### src/rtl/stream_rr_arbiter.sv
// Round-robin, packet-atomic merge of NUM_IN valid/ready streams into one
// registered output stream; a packet keeps the grant until its in_last beat.
module stream_rr_arbiter #(
    parameter  int NUM_IN = 4,
    parameter  int DATA_W = 8,
    localparam int SRC_W  = $clog2(NUM_IN)
) (
    input  logic                     clk,
    input  logic                     rst,
    input  logic [NUM_IN*DATA_W-1:0] in_data,
    input  logic [NUM_IN-1:0]        in_valid,
    input  logic [NUM_IN-1:0]        in_last,
    output logic [NUM_IN-1:0]        in_ready,
    output logic [DATA_W-1:0]        out_data,
    output logic                     out_last,
    output logic [SRC_W-1:0]         out_src,
    output logic                     out_valid,
    input  logic                     out_ready
);

    typedef enum logic {IDLE, LOCK} state_e;

    state_e            state_q, state_d;
    logic [SRC_W-1:0]  ptr_q, ptr_d;
    logic [SRC_W-1:0]  owner_q, owner_d;
    logic [DATA_W-1:0] out_data_q, out_data_d;
    logic              out_last_q, out_last_d;
    logic [SRC_W-1:0]  out_src_q, out_src_d;
    logic              out_valid_q, out_valid_d;

    logic [SRC_W-1:0]  chosen, grant_idx;
    logic              found, grant_en, can_load, accept;
    logic              sel_valid, sel_last;
    logic [DATA_W-1:0] sel_data;

    function automatic logic [SRC_W-1:0] wrap_inc(input logic [SRC_W-1:0] i);
        return (i == SRC_W'(NUM_IN - 1)) ? '0 : i + 1'b1;
    endfunction

    // Search starts at ptr_q and wraps at NUM_IN, so non-power-of-two counts work.
    always_comb begin
        chosen = '0;
        found  = 1'b0;
        for (int unsigned k = 0; k < NUM_IN; k++) begin
            int unsigned idx;
            idx = int'(ptr_q) + k;
            if (idx >= NUM_IN) idx = idx - NUM_IN;
            if (!found && in_valid[SRC_W'(idx)]) begin
                chosen = SRC_W'(idx);
                found  = 1'b1;
            end
        end
    end

    always_comb begin
        can_load  = !out_valid_q || out_ready;
        grant_en  = (state_q == LOCK) || found;
        grant_idx = (state_q == LOCK) ? owner_q : chosen;

        sel_valid = 1'b0;
        sel_last  = 1'b0;
        sel_data  = '0;
        in_ready  = '0;
        for (int unsigned k = 0; k < NUM_IN; k++) begin
            if (SRC_W'(k) == grant_idx) begin
                sel_valid   = in_valid[k];
                sel_last    = in_last[k];
                sel_data    = in_data[k*DATA_W +: DATA_W];
                in_ready[k] = grant_en && can_load && !rst;
            end
        end
        accept = grant_en && can_load && sel_valid && !rst;

        state_d     = state_q;
        ptr_d       = ptr_q;
        owner_d     = owner_q;
        out_data_d  = out_data_q;
        out_last_d  = out_last_q;
        out_src_d   = out_src_q;
        out_valid_d = out_valid_q;

        if (accept) begin
            out_valid_d = 1'b1;
            out_data_d  = sel_data;
            out_last_d  = sel_last;
            out_src_d   = grant_idx;
            if (sel_last) begin
                state_d = IDLE;
                ptr_d   = wrap_inc(grant_idx);
            end else begin
                state_d = LOCK;
                owner_d = grant_idx;
            end
        end else if (out_ready) begin
            out_valid_d = 1'b0;
        end
    end

    always_ff @(posedge clk) begin
        if (rst) begin
            state_q     <= IDLE;
            ptr_q       <= '0;
            owner_q     <= '0;
            out_data_q  <= '0;
            out_last_q  <= 1'b0;
            out_src_q   <= '0;
            out_valid_q <= 1'b0;
        end else begin
            state_q     <= state_d;
            ptr_q       <= ptr_d;
            owner_q     <= owner_d;
            out_data_q  <= out_data_d;
            out_last_q  <= out_last_d;
            out_src_q   <= out_src_d;
            out_valid_q <= out_valid_d;
        end
    end

    assign out_data  = out_data_q;
    assign out_last  = out_last_q;
    assign out_src   = out_src_q;
    assign out_valid = out_valid_q;

endmodule

### config.mk
export PLATFORM = sky130hd
export DESIGN_NAME = stream_rr_arbiter
export DESIGN_NICKNAME = d
export VERILOG_FILES = /design/src/rtl/stream_rr_arbiter.sv
export SDC_FILE = /design/constraint.sdc
export NUM_CORES = 1
export LEC_CHECK = 0
export BUFFER_PORTS_ARGS = -buffer_cell sky130_fd_sc_hd__buf_2
export CELL_PAD_IN_SITES_DETAIL_PLACEMENT = 0
export CELL_PAD_IN_SITES_GLOBAL_PLACEMENT = 2
export CORE_UTILIZATION = 26
export DETAILED_ROUTE_END_ITERATION = 10
export MAX_ROUTING_LAYER = met4
export PLACE_DENSITY = 0.89
export SYNTH_ARGS = -nofsm -noshare
export SYNTH_HDL_FRONTEND = slang
export SYNTH_SLANG_ARGS = --single-unit
### constraint.sdc
create_clock -name clk -period 7.6 [get_ports clk]
set_clock_uncertainty 0.1 [all_clocks]
set_input_delay 0.76 -clock clk [delete_from_list [all_inputs] [get_ports clk]]
set_output_delay 0.76 -clock clk [all_outputs]
set_load 0.1 [all_outputs]
# Yosys cells after proc, flatten, opt, wreduce, memory -nomap -nowiden
# Cells that the tools add are included.
[totals] ff_bits=17 elab_cells=87
[classes] bitwise_logic=1 eq_ne=4 n_reduce_logical=18 n_mux=41 order_cmp=8 addsub=8
[ops] operator="$mux W8" n=4
[ops] operator="$mux W1" n=23
[ops] operator="$mux W2" n=10
[ops] operator="$lt A2 B3 Y1 const B" n=4
[ops] operator="$ge A3 B3 Y1 const B" n=3
[ops] operator="$bmux W1 S2" n=4
[ops] operator="$sub A2 B1 Y2 const B" n=4
[ops] operator="$logic_and A1 B1 Y1" n=7
[ops] operator="$add A2 B2 Y3 const B" n=2
[ops] operator="$logic_not A1 Y1" n=5
[ops] operator="$eq A2 B2 Y1 const A" n=2
[ops] operator="$reduce_and A2 Y1" n=2
[ops] operator="$add A2 B1 Y3 const B" n=1
[ops] operator="$ge A2 B3 Y1 const B" n=1
[ops] operator="$add A2 B1 Y2 const B" n=1
[ops] operator="$eq A1 B2 Y1 const A" n=1
[ops] operator="$eq A2 B2 Y1 const B" n=1
[ops] operator="$logic_not A2 Y1" n=1
[ops] operator="$logic_or A1 B1 Y1" n=2
[ops] operator="$reduce_bool A2 Y1" n=1
[ops] operator="$not A1 Y1" n=1

# Longest topological paths before layout
# Gate-level depths: netlist of the first run.
[depth] ltp_word=23 mapped_depth=12 depth_no_buf=11

# Worst setup path before layout of the first run
# OpenSTA, ideal clock, no wires.
[synth_timing] path_kind="input to output" startpoint="in in_valid[0]" endpoint="out in_ready[3]" t_arrival_ps=3287 n_path_buf=2 setup_slack_ps=3453 stages=9 cell_sequence="nor2b_1 a211o_1 a221o_1 a21boi_1 inv_1 ha_1 buf_2 buf_1 and2_1"
[synth_rtl] element="start: declaration" line="11" source="input logic [NUM_IN-1:0] in_valid,"
[synth_rtl] element="$bmux W1 S2" line="48" source="if (!found && in_valid[SRC_W'(idx)]) begin"
[synth_rtl] element="$mux W1 (implied by the code)" line="48"
[synth_rtl] element="$mux W1" line="48"
[synth_rtl] element="$logic_not A1 Y1" line="48"
[synth_rtl] element="$logic_and A1 B1 Y1" line="48"
[synth_rtl] element="$mux W1" line="48"
[synth_rtl] element="$logic_not A1 Y1" line="48"
[synth_rtl] element="$logic_and A1 B1 Y1" line="48"
[synth_rtl] element="$mux W1" line="48"
[synth_rtl] element="$logic_not A1 Y1" line="48"
[synth_rtl] element="$logic_and A1 B1 Y1" line="48"
[synth_rtl] element="$mux W2 (*)" line="48"
[synth_rtl] element="$mux W2 (*)" line="58" source="grant_idx = (state_q == LOCK) ? owner_q : chosen;"
[synth_rtl] element="net grant_idx[0]" line="31" source="logic [SRC_W-1:0] chosen, grant_idx;"
[synth_rtl] element="$eq A2 B2 Y1 (*)" line="65" source="if (SRC_W'(k) == grant_idx) begin"
[synth_rtl] element="$mux W1 (*)" line="65"
[synth_rtl] element="end: declaration" line="13" source="output logic [NUM_IN-1:0] in_ready,"
# Mark *: on every way through the listed nets, which the timed path passes. The rest lies on a longest branch. The select of a mux whose other input is x is not followed.

# Final worst setup path of the first run
# Ends and elaborated chain as after synthesis.

==> metrics.md, run 1 <==
| Metric | Value |
|---|---|
| Drt first pass iters | `4` |
| Arrival @ worst endpoint | `between 3000 and 4000 ps` |
| Largest net degree at the start of global routing | `23` |
| Detail Route Antenna Nets | `0` |
| Post-Route Setup TNS | `0 ps` |
| Commonest non-fill, non-tap cells in the layout | `buf_2 (58), nor2_1 (17), dfxtp_1 (17), nor2b_1 (10), a211oi_2 (9)` |
| Layout area overhead | `29.6%` |
| PostCTS Resize Cnt | `0` |
| Syn_nets | `between 150 and 200` |
| Hold Startpoint | `out_last$_SDFFE_PP0P_` |
| Number of setup buffers added after CTS | `0` |
| Post-synth EDFFs | `0` |
| Area of the multi-input gates | `about 780 um2` |
| Combinational Power Share | `0.705` |
| Hold Crit Class | `reg2reg` |
| Worst-path clk slew | `approximately 60 ps` |
| Yosys top cell by area | `dfxtp_1` |
| Area share of the largest cell type after synthesis | `0.287` |
| CP delay by family, top | `compound AO/OA/AOI/OAI gates` |
| Post-synthesis sequential area ratio | `0.287` |
| Filler Cell Count | `~480` |
| CORE AREA | `4380 um2` |
| Crit-path max FO | `22` |
| Largest stage delay on the critical path | `around 750 ps` |
| Final Power | `0.711 mW` |
| FF+latch count, synth | `17` |
| Global-route wire length before repair | `5.22 mm` |
| Hold Fails Final Rpt | `0` |
| Vias post-DR | `roughly 1200` |
| Synth warn | `0` |
| Global Route Usage Sum | `0.136` |
| Worst R2R Start | `ptr_q[0]$_SDFFE_PP0P_` |
| Leakage | `approximately 0.68 nW` |
| Dpl hpwl | `between 2 and 2.5 mm` |
| Sink of the worst hold path | `out_last$_SDFFE_PP0P_` |
| Sw frac | `0.592` |
| Cells after synthesis | `142` |
| Worst setup EP type | `output pin` |
| CP most frequent cell | `buf_2` |
| Mapped Avg Cell Area | `8.36 um2` |
| Share of cells above drive strength 1 | `0.405` |
| Clock root buffer | `clkbuf_8` |
| # diodes | `0` |
| PortBufs | `58` |
| PwrDens | `462 nW/um2` |
| CP Cell Sequence | `buf_2, nor2b_1, a211o_1, a221o_1, a21boi_1, inv_1, ha_1, and2_1, buf_2` |
| Synth async-reset ratio | `0` |
| Crit share post-route | `0.552` |
| Final Max Slew Viols | `0` |
| Sequential Power Share | `0.201` |
| Most common cell after layout, fill and taps aside | `buf_2` |
| Distinct cells, synth | `33` |
| CTS tree | `done` |
| Startpoint types | `input pin` |
| Final GP Congestion | `0.776` |
| FP Rows | `24` |
| Die area | `between 4000 and 5000 um2` |
| # DRC | `0` |
| Internal cell power | `0.290 mW` |
| Fmax | `between 200 and 250 MHz` |
| Unrepaired setup endpoints after global routing | `no` |
| CP bufs+invs | `3` |
| Rel. slew slack | `0.403` |
| Top_reg_cell synth | `dfxtp_1` |
| Final hold slack | `between 300 and 400 ps` |
| Peak supply drop | `between 150 and 200 uV` |
| Fin crit period | `4190 ps` |
| Initial Utilization | `0.271` |
| Register-to-register setup slack | `around 4000 ps` |
| Worst Hold Path Cells | `2` |
| Critical-path top delay cell | `ha_1` |
| Vias in the first global route | `1121` |
| Sink Count | `17` |
| GRT overflow | `0` |
| Clock power share | `0.093` |
| Critical path required time | `approximately 6700 ps` |
| DIE WIDTH | `slightly below 70 um` |
| Reg2reg end | `ptr_q[0]$_SDFFE_PP0P_` |
| CTS Hold Bufs | `0` |
| Ports | `59` |
| Die height | `69.6 um` |
| DR WL/cell | `approximately 13 um` |
| DRT iter0 DRCs | `26` |
| Routed Wire Length | `~3.1 mm` |
| Actual slew at the worst max-slew pin | `roughly 900 ps` |
| CP Class | `in2out` |
| CTS Buf Count | `3` |
| Vias/cell | `approximately 4.8` |
| Synth area leaders | `dfxtp_1 (29%), a211oi_2 (9.5%), nor3_2 (6.7%)` |
| Switching power | `approximately 0.42 mW` |
| CTS max path bufs | `2` |
| R2R depth | `10` |
| Initial antenna violation count | `0` |
| Syn Std Cell Area | `about 1200 um2` |
| H-Tree Depth | `1` |
| Count of final setup violators | `0` |
| Dpl cells | `~240` |
| Non-filler cells, final | `between 200 and 250` |
| Nets | `around 240` |
| Skew-Pair Late Insertion Delay | `250 ps` |
| Maxcap violations | `0` |
| Register area | `roughly 340 um2` |
| Outcome | `finished clean` |
stage by stage:
stage	cell area [um2]	worst slack, ps	utilization
3_3_place_gp	1490	3460	0.341
4_1_cts	1540	3430	0.351
2_1_floorplan	1190	3450	-
6_report	1540	3410	0.351
5_1_grt	1540	3270	0.351
3_5_place_dp	1490	3440	0.341
metal layers:
metal,up-vias,share of wire,GRT usage
li1,625,-,-
met1,519,0.52,0.191
met2,37,0.42,0.195
met3,5,0.040,0.0145
met4,0,0.016,0.0612
met5,-,0,-
cell type report:
type,count,area share
tap,52,0.0423
sequential,17,0.221
multi-input combinational,110,0.504
inverter,6,0.0146
timing repair buffer,58,0.189
clock buffer,4,0.0293
kinds of logic after synthesis:
kind of cell,synth area share
AO/OA/AOI/OAI,0.313
adder cells (fa/ha/maj),0.0422
buffers and inverters,0.0601
flip-flops,0.287
multiplexers,0.00843
AND/OR/NAND/NOR,0.290
flip-flops by register name (all words and copies together), names as in the netlist:
register	count
out_data	8
out_src	2
owner_q	2
ptr_q	2
out_last	1
out_valid	1
state_q	1
cell usage after synthesis (2+ instances only):
library cell,instances
a211o_1,2
a211oi_1,7
a211oi_2,9
a21o_1,2
a21oi_1,7
a221o_1,2
a221oi_1,7
and2_1,4
buf_2,3
clkbuf_1,3
dfxtp_1,17
ha_1,4
inv_1,6
nand2_1,7
nand2b_1,3
nand3b_1,2
nor2_1,17
nor2b_1,10
nor3_1,8
nor3_2,8
o21ai_0,2
worst min-delay path, stage by stage, from the launching register on:
cell	delay (ps)
dfxtp_1	310
nand2_1	50
a21oi_1	50
how the worst max path moves through the flow:
stage	startpoint	to	slack (ps)	cells past startpoint
6_report	in_valid[0]	in_ready[3]	3410	9
4_1_cts	in_valid[0]	in_ready[3]	3430	9
3_3_place_gp	in_valid[0]	in_ready[3]	3460	9
3_5_place_dp	in_valid[0]	in_ready[3]	3440	9
2_1_floorplan	in_valid[0]	in_ready[3]	3450	9
5_1_grt	in_valid[0]	in_ready[3]	3270	9
power groups by stage:
| stage | Clock, mW | Sequential, mW | Combinational (mW) |
|---|---|---|---|
| floorplan | 0 | 0.303 | 0.266 |
| global placement | 0 | 0.146 | 0.503 |
| detailed placement | 0 | 0.145 | 0.503 |
| CTS | 0.0681 | 0.144 | 0.505 |
| global route | 0.0721 | 0.148 | 0.539 |
| finish | 0.0662 | 0.143 | 0.501 |
No activity file was read; power rests on OpenSTA's default activity.
==> inputs of run 2 (changes only) <==
CORE_UTILIZATION = 22   (was 26)
PLACE_DENSITY = 0.81   (was 0.89)
clock period = 3.7 ns   (was 7.6 ns; I/O delays follow)
==> run 2 against run 1 <==
Critical path depth stayed put; power grew 110%; hold slack lost 28 ps; global-route usage shrank 1.6 points; clock-buffer cell count stayed put; first-iteration DRC count rose by 110%; critical path type is now reg2out.
==> metrics.md, run 2 (synthesis results as in run 1) <==
| Metric | Value |
|---|---|
| PwrDens | `roughly 900 nW/um2` |
| Filler Cell Count | `around 590` |
| H-Tree Depth | `1` |
| CORE AREA | `5140 um2` |
| Global-route wire length before repair | `5.13 mm` |
| DR WL/cell | `roughly 12 um` |
| Hold Crit Class | `in2reg` |
| CP bufs+invs | `3` |
| Dpl cells | `between 200 and 300` |
| Number of setup buffers added after CTS | `0` |
| Worst-path clk slew | `approximately 60 ps` |
| Final GP Congestion | `0.735` |
| CTS max path bufs | `2` |
| Skew-Pair Late Insertion Delay | `roughly 250 ps` |
| CP Class | `reg2out` |
| Maxcap violations | `0` |
| CP delay by family, top | `buffers and inverters` |
| Dpl hpwl | `2.70 mm` |
| Arrival @ worst endpoint | `approximately 2700 ps` |
| Critical-path top delay cell | `dfxtp_1` |
| CTS tree | `done` |
| Die height | `around 75 um` |
| Initial antenna violation count | `0` |
| PortBufs | `58` |
| Rel. slew slack | `0.646` |
| Hold Fails Final Rpt | `0` |
| Peak supply drop | `about 370 uV` |
| Fin crit period | `approximately 3200 ps` |
| Crit share post-route | `0.868` |
| Actual slew at the worst max-slew pin | `around 530 ps` |
| Sink Count | `17` |
| GRT overflow | `0` |
| Outcome | `finished clean` |
| Detail Route Antenna Nets | `0` |
| Post-Route Setup TNS | `0 ps` |
| Critical path required time | `3230 ps` |
| Initial Utilization | `0.231` |
| Final Max Slew Viols | `0` |
| DIE WIDTH | `about 75 um` |
| # DRC | `0` |
| Drt first pass iters | `6` |
| CTS Buf Count | `3` |
| Largest net degree at the start of global routing | `19` |
| Global Route Usage Sum | `0.120` |
| PostCTS Resize Cnt | `0` |
| Count of final setup violators | `0` |
| CP Cell Sequence | `nor2b_1, a211o_1, a221o_1, a21boi_1, inv_1, ha_1, buf_4, and2_1, buf_2` |
| CTS Hold Bufs | `0` |
| Clock root buffer | `clkbuf_8` |
| Vias in the first global route | `between 1000 and 1500` |
| Largest stage delay on the critical path | `between 400 and 500 ps` |
| FP Rows | `26` |
| Vias post-DR | `1210` |
| # diodes | `0` |
| Non-filler cells, final | `about 270` |
| DRT iter0 DRCs | `55` |
| Number of flip-flops in the largest register | `8` |
| Worst setup EP type | `output pin` |
| Layout area overhead | `34.0%` |
| Startpoint types | `flip-flop` |
| Nets | `247` |
| Commonest non-fill, non-tap cells in the layout | `buf_2 (58), nor2_1 (17), dfxtp_1 (17), nor2b_1 (10), a211oi_2 (9)` |
| Most common cell after layout, fill and taps aside | `buf_2` |
| Die area | `~5700 um2` |
| Crit-path max FO | `17` |
| Routed Wire Length | `3.27 mm` |
| Leakage | `~0.7 nW` |
| Share of cells above drive strength 1 | `0.417` |
| Ports | `59` |
| Unrepaired setup endpoints after global routing | `no` |
| Fmax | `311 MHz` |
| Vias/cell | `around 4.5` |
## run 2: cell types whose count changed in the layout (fill, tap and decap cells not counted)
| cell | before | now |
|---|---|---|
| buf_4 | 0 | 4 |
## run 2: final cells by class
type	count	area [um2]	share of cell area
multi-input cells	110	776	0.487
flip-flops and latches	17	340	0.214
repair buffers	62	320	0.201
well taps	70	87.6	0.0550
clock buffers	4	45.0	0.0283
inverters	6	22.5	0.0142
## run 2: metrics by stage
| step | cell area (um2) | setup slack, ps | util | hold slack (ps) | power (mW) |
|---|---|---|---|---|---|
| finish | 1590 | 489 | 0.310 | 337 | 1.48 |
| global placement | 1550 | 508 | 0.301 | 370 | 1.35 |
| global route | 1590 | 341 | 0.310 | 366 | 1.60 |
| floorplan | 1190 | 333 | - | 378 | 1.17 |
| detailed placement | 1550 | 444 | 0.301 | 350 | 1.35 |
| CTS | 1590 | 463 | 0.310 | 333 | 1.49 |
## run 2: worst paths after layout
check | startpoint | endpoint | depth (start not counted) | slack [ps]
setup / recovery | ptr_q[0]$_SDFFE_PP0P_ | in_ready[3] | 9 | 490
hold / removal | out_ready | out_valid$_SDFFE_PP0P_ | 3 | 340
setup reg to reg | ptr_q[0]$_SDFFE_PP0P_ | out_data[7]$_SDFFE_PP0P_ | 11 | 640
hold reg to reg | out_last$_SDFFE_PP0P_ | out_last$_SDFFE_PP0P_ | 2 | 360
## run 2: worst min-delay path, cell delays in order
cell	delay (ps)
buf_2	70
nand2b_1	120
a21oi_1	70
## run 2: routing by layer
layer | vias to the layer above | part of all wire | track usage
met5 | - | 0 | -
met1 | 544 | 0.51 | 0.165
li1 | 638 | - | -
met2 | 24 | 0.46 | 0.186
met3 | 4 | 0.020 | 0.00926
met4 | 0 | 0.013 | 0.0432
## run 2: where the power goes
group          internal, mW  switching [mW]
sequential            0.249          0.0432
combinational         0.287           0.763
clock                0.0763          0.0582
==> inputs of run 3 (changes only) <==
CORE_ASPECT_RATIO = 0.7   (was default)
GPL_TIMING_DRIVEN = 0   (was default)
==> run 3 against run 2 <==
Critical path depth did not move; setup slack got worse by 150 ps; combinational power barely moved; clock-buffer cell count fell by 1; sequential share of layout area fell by 0.13 points; cell count rose by 0.74%; routed wire length rose by 6.3%; register-to-register slack got worse by 220 ps; die area barely moved; via count fell by 0.99%; flip-flop and latch count did not move; largest power group unchanged.
==> metrics.md, run 3 (synthesis results as in run 1) <==
| Metric | Value |
|---|---|
| Layout area overhead | `34.9%` |
| Met2 usage | `0.141` |
| CTS tree | `done` |
| PwrDens | `around 940 nW/um2` |
| Unrepaired setup endpoints after global routing | `no` |
| DRT iter0 DRCs | `65` |
| PortBufs | `57` |
| Worst-path clk slew | `roughly 70 ps` |
| Area of the multi-input gates | `between 700 and 800 um2` |
| GRT overflow | `0` |
| Post-Route Setup TNS | `0 ps` |
| Vias in the first global route | `approximately 1000` |
| Skew-Pair Late Insertion Delay | `about 250 ps` |
| Final Power | `1.50 mW` |
| Largest net degree at the start of global routing | `20` |
| Global Route Usage Sum | `0.125` |
| Final hold slack | `about 340 ps` |
| Fmax | `just under 300 MHz` |
| Outcome | `finished clean` |
| Commonest non-fill, non-tap cells in the layout | `buf_2 (60), nor2_1 (17), dfxtp_1 (17), nor2b_1 (10), a211oi_2 (9)` |
| Fin crit period | `approximately 3400 ps` |
| Crit share post-route | `0.908` |
| Vias post-DR | `1198` |
| Worst setup EP type | `output pin` |
| FP Rows | `21` |
| # DRC | `0` |
| Leakage | `0.706 nW` |
| Clock root buffer | `clkbuf_8` |
| Number of setup buffers added after CTS | `0` |
| Dpl hpwl | `roughly 2.8 mm` |
| Vias/cell | `around 4.4` |
| Nets | `between 200 and 300` |
| Fin area | `between 1500 and 2000 um2` |
| Register-to-register setup slack | `420 ps` |
| Routed Wire Length | `about 3.5 mm` |
| Ports | `59` |
| Hold Fails Final Rpt | `0` |
| Count of final setup violators | `0` |
| Sink Count | `17` |
| Crit-path max FO | `10` |
| CTS max path bufs | `2` |
| CP Class | `reg2out` |
| Number of flip-flops in the largest register | `8` |
| Die height | `63.5 um` |
| # diodes | `0` |
| Final GP Congestion | `0.710` |
| Initial Utilization | `0.238` |
| DR WL/cell | `12.8 um` |
| Critical path required time | `approximately 3200 ps` |
| Share of cells above drive strength 1 | `0.416` |
| Detail Route Antenna Nets | `0` |
| Most common cell after layout, fill and taps aside | `buf_2` |
| Rel. slew slack | `0.591` |
| GRT busiest layer | `met1` |
| Peak supply drop | `between 300 and 400 uV` |
| H-Tree Depth | `1` |
| Met3 Usage GRT | `0.0278` |
| Startpoint types | `flip-flop` |
| PostCTS Resize Cnt | `0` |
| Dpl cell area | `~1600 um2` |
| Register area | `roughly 340 um2` |
| DIE WIDTH | `89.8 um` |
| Hold Crit Class | `in2reg` |
| Maxcap violations | `0` |
| Dpl cells | `about 270` |
| Drt first pass iters | `4` |
| Non-filler cells, final | `roughly 270` |
| Global-route wire length before repair | `around 5.5 mm` |
| Final Max Slew Viols | `0` |
| Arrival @ worst endpoint | `2890 ps` |
| Initial antenna violation count | `0` |
| Met1 usage | `0.209` |
| CTS Buf Count | `3` |
| Die area | `5700 um2` |
| Actual slew at the worst max-slew pin | `roughly 600 ps` |
| CORE AREA | `approximately 5000 um2` |
| Filler Cell Count | `about 570` |
==> run 3: layout make-up <==
cell class | instances | share of cell area
multi-input combinational | 110 | 0.484
sequential | 17 | 0.212
timing repair buffer | 57 | 0.178
tap | 69 | 0.0539
buffer | 8 | 0.0281
clock buffer | 3 | 0.0258
inverter | 6 | 0.0141
clock inverter | 1 | 0.00312
==> run 3: critical path: stages, from the launching register on <==
cell and delay, ps:
dfxtp_1 370, nor2b_1 170, a211o_1 120, a221o_1 130
a21boi_1 450, ha_1 280, buf_2 190, clkbuf_1 330
and2_1 190, buf_2 420
==> run 3: what timing repair did <==
action / 4_1_cts / 5_1_grt
endpoints found under the setup margin: 1 / 0
hold buffers: 0 / 0
endpoints found under the hold margin: 0 / 0
==> run 3: stage by stage <==
stage          setup slack (ps)   util
6_report                    340  0.321
4_1_cts                     308  0.321
3_5_place_dp               95.5  0.312
5_1_grt                    42.0  0.321
3_3_place_gp                106  0.312
2_1_floorplan               333      -
==> run 3: worst paths after layout <==
| check | startpoint | to | depth (start not counted) |
|---|---|---|---|
| min | out_ready | out_valid$_SDFFE_PP0P_ | 3 |
| max | ptr_q[0]$_SDFFE_PP0P_ | in_ready[2] | 9 |
| min reg2reg | out_last$_SDFFE_PP0P_ | out_last$_SDFFE_PP0P_ | 2 |
| max reg2reg | ptr_q[0]$_SDFFE_PP0P_ | ptr_q[1]$_SDFFE_PP0P_ | 12 |
==> run 3: metal layers <==
| metal | share of wire | wire length [um] |
|---|---|---|
| met5 | 0 | 0 |
| met4 | 0.0043 | 15 |
| met3 | 0.050 | 172 |
| met2 | 0.35 | 1220 |
| met1 | 0.59 | 2060 |
==> run 3: report_power, final <==
part / internal (mW) / switching (mW)
logic: 0.289 / 0.787
clock network: 0.0747 / 0.0613
registers: 0.249 / 0.0427
total: 0.613 / 0.891
